--- src/rtl/count_ctrl.sv ---
// count_ctrl: command-driven one-shot/periodic up-counter paced by a
// clock-enable prescaler that keeps the whole block on the system clock.
//
// Ports:
//   clk        system clock, rising edge
//   rst        asynchronous active-low reset
//   cmd_valid  command present
//   cmd_ready  command accepted this cycle when high (low only in LOAD)
//   cmd_op     00 STOP, 01 START_ONESHOT, 10 START_PERIODIC, 11 PAUSE_TOGGLE
//   cmd_limit  terminal count, sampled with START_* commands
//   count      current count value
//   busy       high in LOAD, RUN or PAUSE
//   done       one-cycle registered pulse after each terminal tick
//   wrap_cnt   saturating count of periodic wraps since the last START
module count_ctrl #(
   parameter int WIDTH   = 4,
   parameter int PRESC_W = 17,
   parameter int WRAP_W  = 8
) (
   input  logic              clk,
   input  logic              rst,
   input  logic              cmd_valid,
   output logic              cmd_ready,
   input  logic [1:0]        cmd_op,
   input  logic [WIDTH-1:0]  cmd_limit,
   output logic [WIDTH-1:0]  count,
   output logic              busy,
   output logic              done,
   output logic [WRAP_W-1:0] wrap_cnt
);

   typedef enum logic [1:0] {
      S_IDLE  = 2'd0,
      S_LOAD  = 2'd1,
      S_RUN   = 2'd2,
      S_PAUSE = 2'd3
   } state_e;

   localparam logic [1:0] OP_STOP  = 2'b00;
   localparam logic [1:0] OP_ONE   = 2'b01;
   localparam logic [1:0] OP_PER   = 2'b10;
   localparam logic [1:0] OP_PAUSE = 2'b11;

   state_e state_q;
   state_e state_d;

   logic [WIDTH-1:0]   cnt_q;
   logic [WIDTH-1:0]   limit_q;
   logic [PRESC_W-1:0] presc_q;
   logic [WRAP_W-1:0]  wrap_q;
   logic               per_q;
   logic               done_q;

   logic accept;
   logic start_acc;
   logic stop_acc;
   logic pause_acc;
   logic presc_en;
   logic tick;
   logic at_limit;
   logic wrap_full;

   // Command decode
   assign accept    = cmd_valid & cmd_ready;
   assign start_acc = accept & ((cmd_op == OP_ONE) | (cmd_op == OP_PER));
   assign stop_acc  = accept & (cmd_op == OP_STOP);
   assign pause_acc = accept & (cmd_op == OP_PAUSE);

   // An accepted command wins over a tick in the same cycle: the
   // prescaler does not advance, so a pause never swallows a tick.
   assign tick      = presc_en & (presc_q == {PRESC_W{1'b1}});
   assign at_limit  = (cnt_q == limit_q);
   assign wrap_full = (wrap_q == {WRAP_W{1'b1}});

   // State register
   always_ff @(posedge clk or negedge rst) begin
      if (!rst) begin
         state_q <= S_IDLE;
      end else begin
         state_q <= state_d;
      end
   end

   // Next-state logic
   always_comb begin
      state_d = state_q;
      unique case (state_q)
         S_IDLE: begin
            if (start_acc) state_d = S_LOAD;
         end
         S_LOAD: begin
            state_d = S_RUN;
         end
         S_RUN: begin
            unique case (1'b1)
               start_acc: state_d = S_LOAD;
               stop_acc:  state_d = S_IDLE;
               pause_acc: state_d = S_PAUSE;
               default: begin
                  if (tick && at_limit && !per_q)
                     state_d = S_IDLE;
               end
            endcase
         end
         S_PAUSE: begin
            unique case (1'b1)
               start_acc: state_d = S_LOAD;
               stop_acc:  state_d = S_IDLE;
               pause_acc: state_d = S_RUN;
               default:   state_d = S_PAUSE;
            endcase
         end
         default: state_d = S_IDLE;
      endcase
   end

   // Output / control logic
   always_comb begin
      cmd_ready = 1'b1;
      busy      = 1'b1;
      presc_en  = 1'b0;
      unique case (state_q)
         S_IDLE:  busy      = 1'b0;
         S_LOAD:  cmd_ready = 1'b0;
         S_RUN:   presc_en  = ~accept;
         S_PAUSE: presc_en  = 1'b0;
         default: busy      = 1'b0;
      endcase
   end

   // Datapath: START clears count/prescaler/wraps on acceptance so
   // LOAD already presents a zero count.
   always_ff @(posedge clk or negedge rst) begin
      if (!rst) begin
         cnt_q   <= '0;
         limit_q <= '0;
         presc_q <= '0;
         wrap_q  <= '0;
         per_q   <= 1'b0;
         done_q  <= 1'b0;
      end else begin
         done_q <= tick & at_limit;
         if (start_acc) begin
            limit_q <= cmd_limit;
            per_q   <= (cmd_op == OP_PER);
            cnt_q   <= '0;
            presc_q <= '0;
            wrap_q  <= '0;
         end else if (stop_acc) begin
            presc_q <= '0;
         end else if (presc_en) begin
            presc_q <= presc_q + PRESC_W'(1);
            if (tick) begin
               if (!at_limit) begin
                  cnt_q <= cnt_q + WIDTH'(1);
               end else if (per_q) begin
                  cnt_q <= '0;
                  if (!wrap_full)
                     wrap_q <= wrap_q + WRAP_W'(1);
               end
            end
         end
      end
   end

   assign count    = cnt_q;
   assign done     = done_q;
   assign wrap_cnt = wrap_q;

endmodule

--- config.mk ---
export PLATFORM = sky130hd
export DESIGN_NAME = count_ctrl
export DESIGN_NICKNAME = d
export VERILOG_FILES = /design/src/rtl/count_ctrl.sv
export SDC_FILE = /design/constraint.sdc
export NUM_CORES = 1
export LEC_CHECK = 0
export CORE_AREA = 2 2 85 87
export CTS_BUF_LIST = sky130_fd_sc_hd__clkbuf_16
export DETAILED_ROUTE_END_ITERATION = 7
export DIE_AREA = 0 0 87 89
export DONT_BUFFER_PORTS = 1
export PLACE_DENSITY = 0.49
export SLEW_MARGIN = 10
export SYNTH_ARGS = -nofsm -noshare
export SYNTH_HDL_FRONTEND = slang
export SYNTH_SLANG_ARGS = --single-unit
export TNS_END_PERCENT = 30
--- constraint.sdc ---
create_clock -name clk -period 2.2 [get_ports clk]
set_input_delay 0.22 -clock clk [delete_from_list [all_inputs] [get_ports clk]]
set_output_delay 0.22 -clock clk [all_outputs]
set_load 0.02 [all_outputs]
==> reports/qor_table.md, run 1 <==
| Parameter | Reported | Unit |
|---|---|---|
| Run status | finished, final reports clean | - |
| Maximum frequency from static timing analysis | 493.7 | MHz |
| Area grow syn2layout | 20.42 | % |
| Worst relative slew slack | 0.6521 | - |
| Max-slew violation total from the final report | 0 | - |
| Non-Filler Instances | 325 | - |
| Number of input and output port buffers inserted | 0 | - |
| Critical Path Sink Type | flip-flop | - |
| RSZ-0062 raised after global routing | true | - |
| Largest net degree at the start of global routing | 38 | - |
| Max FO, Critical Path | 10 | - |
| Yosys cell types | 37 | - |
| DP HPWL | 3.325 | mm |
| Layout cells sized above 1 | 0.1633 | - |
| Initial core utilization | 0.3000 | - |
| Number of synthesized register bits | 37 | - |
| Reported max-cap violation count | 0 | - |
| Total iterations of the first detailed-routing run | 4 | - |
| # nets final | 260 | - |
| Die Outline Area | 0.007743 | mm2 |
| Syn Inst Count | 222 | - |
| Number of violations reported at the end of detailed-routing iteration 0 | 73 | - |
| Time the final worst path needs with I/O delays and setup | 2.025 | ns |
| Number of instances in the placed design | 312 | - |
| Most instantiated flip-flop cell in the synthesis netlist | sky130_fd_sc_hd__dfrtp_1 | - |
| Period utilisation layout | 0.9206 | - |
| Max VDD drop | 0.0003960 | V |
| Crit-path most repeated cell | sky130_fd_sc_hd__ha_2 | - |
| Syn nets | 238 | - |
| Total routing usage reported by global routing | 0.1295 | - |
| Worst setup skew after layout | 0.005588 | ns |
| Total Power Consumption | 2.081 | mW |
| CTS tree | built | - |
| Placeable core region | 0.006719 | mm2 |
| Post-route core utilization | 0.3613 | - |
| CP Launch Type | flip-flop | - |
| Post-DR vias/cell | 5.172 | - |
| Ports | 24 | - |
| Avg WL per Cell | 14.53 | um |
| Number of buffers created by CTS | 5 | - |
| Actual slew at the worst max-slew pin | 0.5218 | ns |
| Buffer cell driving the clock tree root | sky130_fd_sc_hd__clkbuf_16 | - |
| Warnings, synthesis | 0 | - |
| Met3 WL post-DR | 182 | um |
| Total power density per cell area | 857.3 | mW/mm2 |
| Sequential cell area fraction in the yosys report | 0.4593 | - |
| Number of vias after detailed routing | 1681 | - |
| Worst reg2reg path startpoint | presc_q[0] | - |
| Slowest cell delay on critical path | 0.40 | ns |
| Diodes inserted | 0 | - |
| Synth Area per Inst | 9.080 | um2 |
| Required time of the worst setup path | 2.41 | ns |
| Floorplan row count | 30 | - |
| Routed Antenna Nets | 0 | - |
| Met1 routed wirelength after detailed routing | 2.318 | mm |
| Detailed Route WL | 4.722 | mm |
| Min-Delay Startpoint | cmd_limit[1] | - |
| Placer congestion estimate | 0.7478 | - |
| Worst-Skew Late Latency | 0.28 | ns |
| Wire length of the first global-routing pass | 7.907 | mm |
| Buf/Inv on CP | 1 | - |
| Worst setup path startpoint | presc_q[0] | - |
| # DRC | 0 | - |
| Initial antenna violation count | 0 | - |
| Fill cell instance count of the final layout | 691 | - |
| Final number of hold-violating endpoints | 0 | - |
| Data arrival time of the critical path | 2.23 | ns |
| Aggregate global routing overflow | 0 | - |
| Library cell contributing the largest single delay on the critical path | sky130_fd_sc_hd__or4_1 | - |
| Floorplan die width | 87 | um |
| TritonCTS sink count | 37 | - |
| Via count of the first global-routing pass | 1629 | - |
| Number of buffers on the longest clock path | 2 | - |
| Share of flip-flops with an asynchronous set or reset after synthesis | 1.000 | - |
| Total area of sequential cells | 925.9 | um2 |
| Clock-pin slew on the worst setup and hold paths | 0.06 | ns |
| Worst-path cell chain | ha_2 > nand4_1 > nor3_2 > ha_2 > o2111ai_1 > buf_4 > or4_1 > a21oi_1 | - |
| Post-synth EDFFs | 0 | - |
| Static Leakage | 1.028 | nW |
| Die extent in y | 89 | um |
| Top Layer Used | met4 | - |
| Top delay family on crit path | simple AND/OR/NAND/NOR gates | - |
| Worst setup path class | flip-flop to flip-flop | - |
| Footprint of the multi-input gates | 0.001026 | mm2 |
| # setup viols final | 0 | - |
| Cell area after technology mapping | 0.002016 | mm2 |
| Met2 layer wire length in the routed design | 2.141 | mm |
| Minimum setup slack among reg-to-reg paths | 0.17 | ns |
| Class of the tightest hold or removal check | input pin to flip-flop | - |
| H-tree Lvls | 2 | - |
==> final cells by class <==
cell class	count	area share
multi-input combinational	167	0.4227
tap	80	0.04124
sequential	37	0.3814
clock buffer	5	0.05155
inverter	8	0.01237
clock inverter	3	0.007216
timing repair buffer	25	0.08350
==> power by group <==
part           internal (mW)  total [mW]  leakage [nW]  switching [mW]
registers              0.764       0.826         0.495          0.0614
clock network          0.415       0.691        0.0696           0.276
logic                  0.224       0.564         0.463           0.340
total                   1.40        2.08          1.03           0.678
==> registers in the layout (all words and copies together) (netlist names) <==
| name | cells |
|---|---|
| wrap_cnt | 8 |
| limit_q | 4 |
| presc_q | 17 |
| count | 4 |
| per_q | 1 |
| done | 1 |
| state_q | 2 |
==> kinds of logic after synthesis <==
group                      count (synthesis)  share of synthesized area
DFF                                       37                     0.4593
AOI/OAI and AO/OA                         46                     0.1347
adders and majority gates                  7                    0.04345
buffers and inverters                     18                    0.03849
xor gates and xnor gates                  11                    0.04780
muxes                                      3                    0.01552
and+or+nand+nor                          100                     0.2607
==> per-layer routing <==
layer / GRT usage / up-vias
met5: 0 / -
met3: 0.02678 / 6
met2: 0.1936 / 21
met4: 0.05540 / 0
li1: - / 844
met1: 0.1817 / 810
==> synthesized netlist by cell type (2+ instances only) <==
cell                       count  area [um2]
sky130_fd_sc_hd__nor4_1        3       18.77
sky130_fd_sc_hd__nand3_1      16       80.08
sky130_fd_sc_hd__nand2b_1      2       12.51
sky130_fd_sc_hd__nor3_1        5       25.02
sky130_fd_sc_hd__a21oi_1      14       70.07
sky130_fd_sc_hd__or3_1        10       62.56
sky130_fd_sc_hd__or2_2         2       12.51
sky130_fd_sc_hd__xnor2_1       8       70.07
sky130_fd_sc_hd__and3_1        3       18.77
sky130_fd_sc_hd__nand2_1      32       120.1
sky130_fd_sc_hd__o211a_1       2       20.02
sky130_fd_sc_hd__a31oi_1       4       25.02
sky130_fd_sc_hd__nand4_1       6       37.54
sky130_fd_sc_hd__clkbuf_1      7       26.28
sky130_fd_sc_hd__mux2i_1       2       20.02
sky130_fd_sc_hd__or4_1         5       37.54
sky130_fd_sc_hd__o31ai_1       3       22.52
sky130_fd_sc_hd__inv_1         8       30.03
sky130_fd_sc_hd__nor2_1        8       30.03
sky130_fd_sc_hd__ha_1          7       87.58
sky130_fd_sc_hd__o211ai_1      2       15.01
sky130_fd_sc_hd__and4_1        2       17.52
sky130_fd_sc_hd__buf_2         2       10.01
sky130_fd_sc_hd__dfrtp_1      37       925.9
sky130_fd_sc_hd__o21ai_0      18       90.09
sky130_fd_sc_hd__xor2_1        3       26.28
==> path summary, 6_finish.rpt <==
check	to	depth (start not counted)
max	wrap_cnt[2]	8
min	limit_q[1]	2
max reg2reg	wrap_cnt[2]	8
min reg2reg	limit_q[2]	2
max in group asynchronous	count[2]	2
min in group asynchronous	state_q[0]	2
==> what timing repair did <==
item	CTS	global route
gates resized for setup	0	4
hold buffers	2	0
setup buffers	0	3
endpoints found under the setup margin	0	8
hold endpoints to repair	37	0
==> placed cells by master (no fill, tap or decap), types with 2 or more instances in the layout <==
cell	synthesis	routed
sky130_fd_sc_hd__dfrtp_1	37	37
sky130_fd_sc_hd__nand2_1	32	32
sky130_fd_sc_hd__buf_4	0	23
sky130_fd_sc_hd__o21ai_0	18	18
sky130_fd_sc_hd__nand3_1	16	16
sky130_fd_sc_hd__a21oi_1	14	13
sky130_fd_sc_hd__or3_1	10	10
sky130_fd_sc_hd__inv_1	8	8
sky130_fd_sc_hd__xnor2_1	8	8
sky130_fd_sc_hd__nor2_1	8	8
sky130_fd_sc_hd__nand4_1	6	6
sky130_fd_sc_hd__or4_1	5	5
sky130_fd_sc_hd__ha_1	7	5
sky130_fd_sc_hd__clkbuf_16	0	5
sky130_fd_sc_hd__nor3_1	5	4
sky130_fd_sc_hd__a31oi_1	4	4
sky130_fd_sc_hd__and3_1	3	3
sky130_fd_sc_hd__nor4_1	3	3
sky130_fd_sc_hd__xor2_1	3	3
sky130_fd_sc_hd__o31ai_1	3	3
sky130_fd_sc_hd__and4_1	2	2
sky130_fd_sc_hd__or2_2	2	2
sky130_fd_sc_hd__nand2b_1	2	2
sky130_fd_sc_hd__o211a_1	2	2
sky130_fd_sc_hd__o211ai_1	2	2
sky130_fd_sc_hd__mux2i_1	2	2
sky130_fd_sc_hd__ha_2	0	2
sky130_fd_sc_hd__clkinv_2	0	2
==> through the flow <==
stage,hold WS (ns),TNS (ns),setup slack (ns),instance area (um2)
finish,0.04135,0,0.1746,2427
global route,0.05196,-0.09485,-0.04398,2427
floorplan,-0.07559,0,0.001094,2016
detailed placement,-0.07415,0,0.1044,2218
global placement,-0.07416,0,0.1508,2218
CTS,0.03543,0,0.08910,2391
==> worst reg2reg max path, cell delays in order, from the launching register on <==
cell and delay (ns):
sky130_fd_sc_hd__dfrtp_1 0.38, sky130_fd_sc_hd__ha_2 0.20, sky130_fd_sc_hd__nand4_1 0.12, sky130_fd_sc_hd__nor3_2 0.18
sky130_fd_sc_hd__ha_2 0.21, sky130_fd_sc_hd__o2111ai_1 0.11, sky130_fd_sc_hd__buf_4 0.19, sky130_fd_sc_hd__or4_1 0.40
sky130_fd_sc_hd__a21oi_1 0.15
(Power assumes the default switching activity.)
==> run 2, diff against run 1 <==
ABC_CLOCK_PERIOD_IN_PS = 2200   (was unset)
RECOVER_POWER = 25   (was unset)
SLEW_MARGIN = unset   (was 10)
==> reports/qor_table.md, run 2 (synthesized netlist as in run 1, its figures left out) <==
| Parameter | Reported | Unit |
|---|---|---|
| Sequential power share | 0.397 | - |
| Max-slew violation total from the final report | 0 | - |
| Final setup TNS | 0 | ns |
| Max FO, Critical Path | 10 | - |
| Worst-path cell chain | ha_2 > nand4_1 > nor3_2 > ha_2 > o2111ai_1 > buf_4 > or4_1 > a21oi_1 | - |
| Register with the most flip-flops | presc_q | - |
| Crit-path most repeated cell | sky130_fd_sc_hd__ha_2 | - |
| Initial core utilization | 0.3000 | - |
| TritonCTS sink count | 37 | - |
| Largest net degree at the start of global routing | 38 | - |
| Routed Antenna Nets | 0 | - |
| Total routing usage reported by global routing | 0.1295 | - |
| Number of input and output port buffers inserted | 0 | - |
| Time the final worst path needs with I/O delays and setup | 2.024 | ns |
| Detailed Route WL | 4.736 | mm |
| # nets final | 260 | - |
| Library cell contributing the largest single delay on the critical path | sky130_fd_sc_hd__or4_1 | - |
| CTS tree | built | - |
| Via count of the first global-routing pass | 1629 | - |
| Class of the tightest hold or removal check | input pin to flip-flop | - |
| Critical Path Sink Type | flip-flop | - |
| Placer congestion estimate | 0.7478 | - |
| # DRC | 0 | - |
| CP Launch Type | flip-flop | - |
| Die Outline Area | 0.007743 | mm2 |
| Die extent in y | 89 | um |
| Slowest cell delay on critical path | 0.40 | ns |
| Total power density per cell area | 861.3 | mW/mm2 |
| Fill cell instance count of the final layout | 693 | - |
| Most common cell after layout, fill and taps aside | sky130_fd_sc_hd__dfrtp_1 | - |
| Actual slew at the worst max-slew pin | 0.9511 | ns |
| Avg WL per Cell | 14.57 | um |
| Layout Cell Area excl Fill | 0.002412 | mm2 |
| Cell internal pwr | 1.400 | mW |
| Total area of sequential cells | 925.9 | um2 |
| Final number of hold-violating endpoints | 0 | - |
| Diodes inserted | 0 | - |
| Post-DR vias/cell | 5.172 | - |
| Reported max-cap violation count | 0 | - |
| Static Leakage | 1.023 | nW |
| Worst relative slew slack | 0.3660 | - |
| Period utilisation layout | 0.9201 | - |
| Ports | 24 | - |
| Wire length of the first global-routing pass | 7.907 | mm |
| Gate power share | 0.270 | - |
| Required time of the worst setup path | 2.41 | ns |
| Number of violations reported at the end of detailed-routing iteration 0 | 76 | - |
| Commonest cells after routing, fill and taps aside | sky130_fd_sc_hd__dfrtp_1 (37), sky130_fd_sc_hd__nand2_1 (32), sky130_fd_sc_hd__buf_4 (23) | - |
| Minimum setup slack among reg-to-reg paths | 0.18 | ns |
| Number of buffers created by CTS | 5 | - |
| H-tree Lvls | 2 | - |
| Non-Filler Instances | 325 | - |
| Footprint of the multi-input gates | 0.001026 | mm2 |
| Number of buffers on the longest clock path | 2 | - |
| Clock-pin slew on the worst setup and hold paths | 0.06 | ns |
| Initial antenna violation count | 0 | - |
| Layout cells sized above 1 | 0.1633 | - |
| Worst setup skew after layout | 0.005715 | ns |
| DP HPWL | 3.325 | mm |
| Area grow syn2layout | 19.68 | % |
| Number of instances in the placed design | 312 | - |
| Post-route core utilization | 0.3590 | - |
| Placeable core region | 0.006719 | mm2 |
| Aggregate global routing overflow | 0 | - |
| Max VDD drop | 0.0003905 | V |
| Max FFs per register | 17 | - |
| Part of the total power dissipated in the clock network | 0.333 | - |
| Floorplan die width | 87 | um |
| Number of vias after detailed routing | 1681 | - |
| Area after DPL | 0.002218 | mm2 |
| RSZ-0062 raised after global routing | true | - |
| Worst setup path class | flip-flop to flip-flop | - |
| # setup viols final | 0 | - |
| Data arrival time of the critical path | 2.23 | ns |
| Sw Share | 0.3261 | - |
| Buffer cell driving the clock tree root | sky130_fd_sc_hd__clkbuf_16 | - |
| Total iterations of the first detailed-routing run | 4 | - |
| Maximum frequency from static timing analysis | 494.0 | MHz |
| Run status | finished, final reports clean | - |
| Floorplan row count | 30 | - |
| NetSw | 0.6775 | mW |
| Worst-Skew Late Latency | 0.28 | ns |
[run 2: cell count changes in the layout (fill, tap and decap cells not counted)]
| cell | change |
|---|---|
| sky130_fd_sc_hd__clkbuf_2 | +1 |
| sky130_fd_sc_hd__buf_12 | -1 |
[run 2: final timing paths]
kind                                   start           to  cells past startpoint
worst min-delay path            cmd_limit[1]   limit_q[1]                      2
worst max-delay path              presc_q[0]  wrap_cnt[2]                      8
worst max register to register    presc_q[0]  wrap_cnt[2]                      8
min in group asynchronous                rst   state_q[0]                      2
worst min register to register    limit_q[2]   limit_q[2]                      2
max in group asynchronous                rst   presc_q[5]                      2
[run 2: metal layers]
| layer | part of all wire | track usage |
|---|---|---|
| met1 | 0.49 | 0.1817 |
| met2 | 0.45 | 0.1936 |
| met3 | 0.039 | 0.02678 |
| met4 | 0.017 | 0.05540 |
| met5 | 0 | 0 |
[run 2: per-stage QoR]
step                      hold slack (ns)  worst slack [ns]  power (mW)
after global placement           -0.07416            0.1508       1.380
after detailed placement         -0.07415            0.1044       1.386
final                             0.04135            0.1758       2.078
after CTS                         0.03543           0.08910       2.115
after global routing              0.05196          -0.04398       2.214
after floorplan                  -0.07559          0.001094       1.225
[run 2: power groups by stage]
| stage | Sequential (mW) | Clock (mW) | Combinational (mW) |
|---|---|---|---|
| finish | 0.826 | 0.691 | 0.561 |
| global route | 0.836 | 0.747 | 0.631 |
| CTS | 0.826 | 0.719 | 0.571 |
| detailed placement | 0.838 | 0 | 0.549 |
| global placement | 0.833 | 0 | 0.547 |
| floorplan | 0.862 | 0 | 0.362 |
[run 2: repair_timing]
| item | CTS | global route |
|---|---|---|
| gates resized for setup | 0 | 4 |
| hold endpoints to repair | 37 | 0 |
| setup buffers | 0 | 3 |
| setup endpoints to repair | 0 | 8 |
| hold buffers | 2 | 0 |
[run 2: worst max-delay path, delay by kind of cell, from the launching register on]
family	cells	cell delay, ns
simple gates	3	0.71
fa+ha+maj	2	0.41
buf+inv	1	0.19
compound gates	2	0.26
flops	1	0.38
[run 2: cell type report]
cell class,count,share of cell area
well taps,80,0.04149
clock buffers,5,0.05187
inverters,8,0.01245
repair buffers,25,0.07780
multi-input cells,167,0.4253
clock inverters,3,0.007261
flip-flops and latches,37,0.3838
==> run 3, diff against run 2 <==
SKIP_LAST_GASP = 1   (was unset)
==> reports/qor_table.md, run 3 (synthesized netlist as in run 1, its figures left out) <==
| Parameter | Reported | Unit |
|---|---|---|
| Placeable core region | 0.006719 | mm2 |
| Worst-path cell chain | ha_2 > nand4_1 > nor3_2 > ha_2 > o2111ai_1 > buf_4 > or4_1 > a21oi_1 | - |
| Data arrival time of the critical path | 2.23 | ns |
| Post-DR vias/cell | 5.142 | - |
| CP Launch Type | flip-flop | - |
| Run status | finished, final reports clean | - |
| Library cell contributing the largest single delay on the critical path | sky130_fd_sc_hd__or4_1 | - |
| Actual slew at the worst max-slew pin | 0.9482 | ns |
| Max FFs per register | 17 | - |
| DP HPWL | 3.325 | mm |
| Slowest cell delay on critical path | 0.40 | ns |
| Avg WL per Cell | 14.50 | um |
| Wire length of the first global-routing pass | 7.907 | mm |
| Crit-path most repeated cell | sky130_fd_sc_hd__ha_2 | - |
| Detailed Route WL | 4.712 | mm |
| Critical Path Sink Type | flip-flop | - |
| Worst setup path class | flip-flop to flip-flop | - |
| Number of violations reported at the end of detailed-routing iteration 0 | 63 | - |
| Number of input and output port buffers inserted | 0 | - |
| # DRC | 0 | - |
| Required time of the worst setup path | 2.41 | ns |
| # setup viols final | 0 | - |
| Number of vias after detailed routing | 1671 | - |
| Max-slew violation total from the final report | 0 | - |
| Commonest cells after routing, fill and taps aside | sky130_fd_sc_hd__dfrtp_1 (37), sky130_fd_sc_hd__nand2_1 (32), sky130_fd_sc_hd__buf_4 (23) | - |
| Most common cell after layout, fill and taps aside | sky130_fd_sc_hd__dfrtp_1 | - |
| Layout Cell Area excl Fill | 0.002409 | mm2 |
| Initial core utilization | 0.3000 | - |
| Buffer cell driving the clock tree root | sky130_fd_sc_hd__clkbuf_16 | - |
| Maximum frequency from static timing analysis | 495.1 | MHz |
| Worst setup skew after layout | 0.005432 | ns |
| Static Leakage | 1.023 | nW |
| Worst relative slew slack | 0.3679 | - |
| TritonCTS sink count | 37 | - |
| Die Outline Area | 0.007743 | mm2 |
| Total power density per cell area | 862.7 | mW/mm2 |
| H-tree Lvls | 2 | - |
| Fill cell instance count of the final layout | 691 | - |
| Max FO, Critical Path | 10 | - |
| Via count of the first global-routing pass | 1629 | - |
| Placer congestion estimate | 0.7478 | - |
| Final number of hold-violating endpoints | 0 | - |
| Total routing usage reported by global routing | 0.1295 | - |
| Area grow syn2layout | 19.49 | % |
| Minimum hold slack | 0.04152 | ns |
| Clock-pin slew on the worst setup and hold paths | 0.06 | ns |
| Register with the most flip-flops | presc_q | - |
| Largest net degree at the start of global routing | 38 | - |
| Class of the tightest hold or removal check | input pin to flip-flop | - |
| Final setup TNS | 0 | ns |
| Number of buffers created by CTS | 5 | - |
| CTS tree | built | - |
| Aggregate global routing overflow | 0 | - |
| Max VDD drop | 0.0003904 | V |
| Diodes inserted | 0 | - |
| # nets final | 260 | - |
| Number of buffers on the longest clock path | 2 | - |
| Reported max-cap violation count | 0 | - |
| Routed Antenna Nets | 0 | - |
| Ports | 24 | - |
| Total iterations of the first detailed-routing run | 4 | - |
| Area after DPL | 0.002218 | mm2 |
| Floorplan row count | 30 | - |
| Period utilisation layout | 0.9181 | - |
| Floorplan die width | 87 | um |
| Initial antenna violation count | 0 | - |
| Die extent in y | 89 | um |
| Time the final worst path needs with I/O delays and setup | 2.020 | ns |
| Layout cells sized above 1 | 0.1592 | - |
| RSZ-0062 raised after global routing | true | - |
| Worst-Skew Late Latency | 0.28 | ns |
run 3: cell counts in the layout (fill, tap and decap cells not counted):
Identical to the previous run, type by type.
run 3: layout make-up:
class                      count  area [um2]  area share
sequential                    37       925.9      0.3844
timing repair buffer          25       187.7     0.07792
tap                           80       100.1     0.04156
clock buffer                   5       125.1     0.05195
multi-input combinational    167        1022      0.4244
clock inverter                 3       17.52    0.007273
inverter                       8       30.03     0.01247
run 3: path summary, 6_finish.rpt:
path	startpoint	to	slack [ns]	cells after the start
setup / recovery	presc_q[0]	wrap_cnt[2]	0.18	8
hold / removal	cmd_limit[1]	limit_q[1]	0.04	2
setup reg to reg	presc_q[0]	wrap_cnt[2]	0.18	8
hold reg to reg	limit_q[2]	limit_q[2]	0.50	2
max in group asynchronous	rst	presc_q[5]	0.95	2
min in group asynchronous	rst	state_q[0]	0.66	2
run 3: per-layer routing:
layer	vias up	GRT usage	share of wire
li1	842	-	-
met1	804	0.1817	0.49
met2	19	0.1936	0.45
met3	6	0.02678	0.038
met4	0	0.05540	0.017
met5	-	0	0
run 3: worst max-delay path: cells and delay by family, from the launching register on:
kind | cells | cell delay, ns
adders and majority gates | 2 | 0.41
buffers and inverters | 1 | 0.19
AOI/OAI and AO/OA | 2 | 0.26
and+or+nand+nor | 3 | 0.70
DFF | 1 | 0.38
run 3: repair_timing:
item / CTS / global route
hold buffers: 2 / 0
gates resized for setup: 0 / 3
setup buffers: 0 / 3
setup endpoints to repair: 0 / 8
endpoints found under the hold margin: 37 / 0
run 3: where the power goes:
group | switching, mW | total [mW] | internal, mW
logic | 0.339 | 0.560 | 0.221
clock network | 0.277 | 0.692 | 0.415
registers | 0.0613 | 0.826 | 0.764
total | 0.678 | 2.08 | 1.40
run 3: per-stage QoR:
stage | util | std cells | total power, mW | worst slack (ns)
detailed placement | 0.3302 | 312 | 1.386 | 0.1044
global placement | 0.3302 | 312 | 1.380 | 0.1508
CTS | 0.3559 | 322 | 2.115 | 0.08910
global route | 0.3585 | 325 | 2.213 | -0.04398
finish | 0.3585 | 325 | 2.078 | 0.1801
floorplan | - | 222 | 1.225 | 0.001094
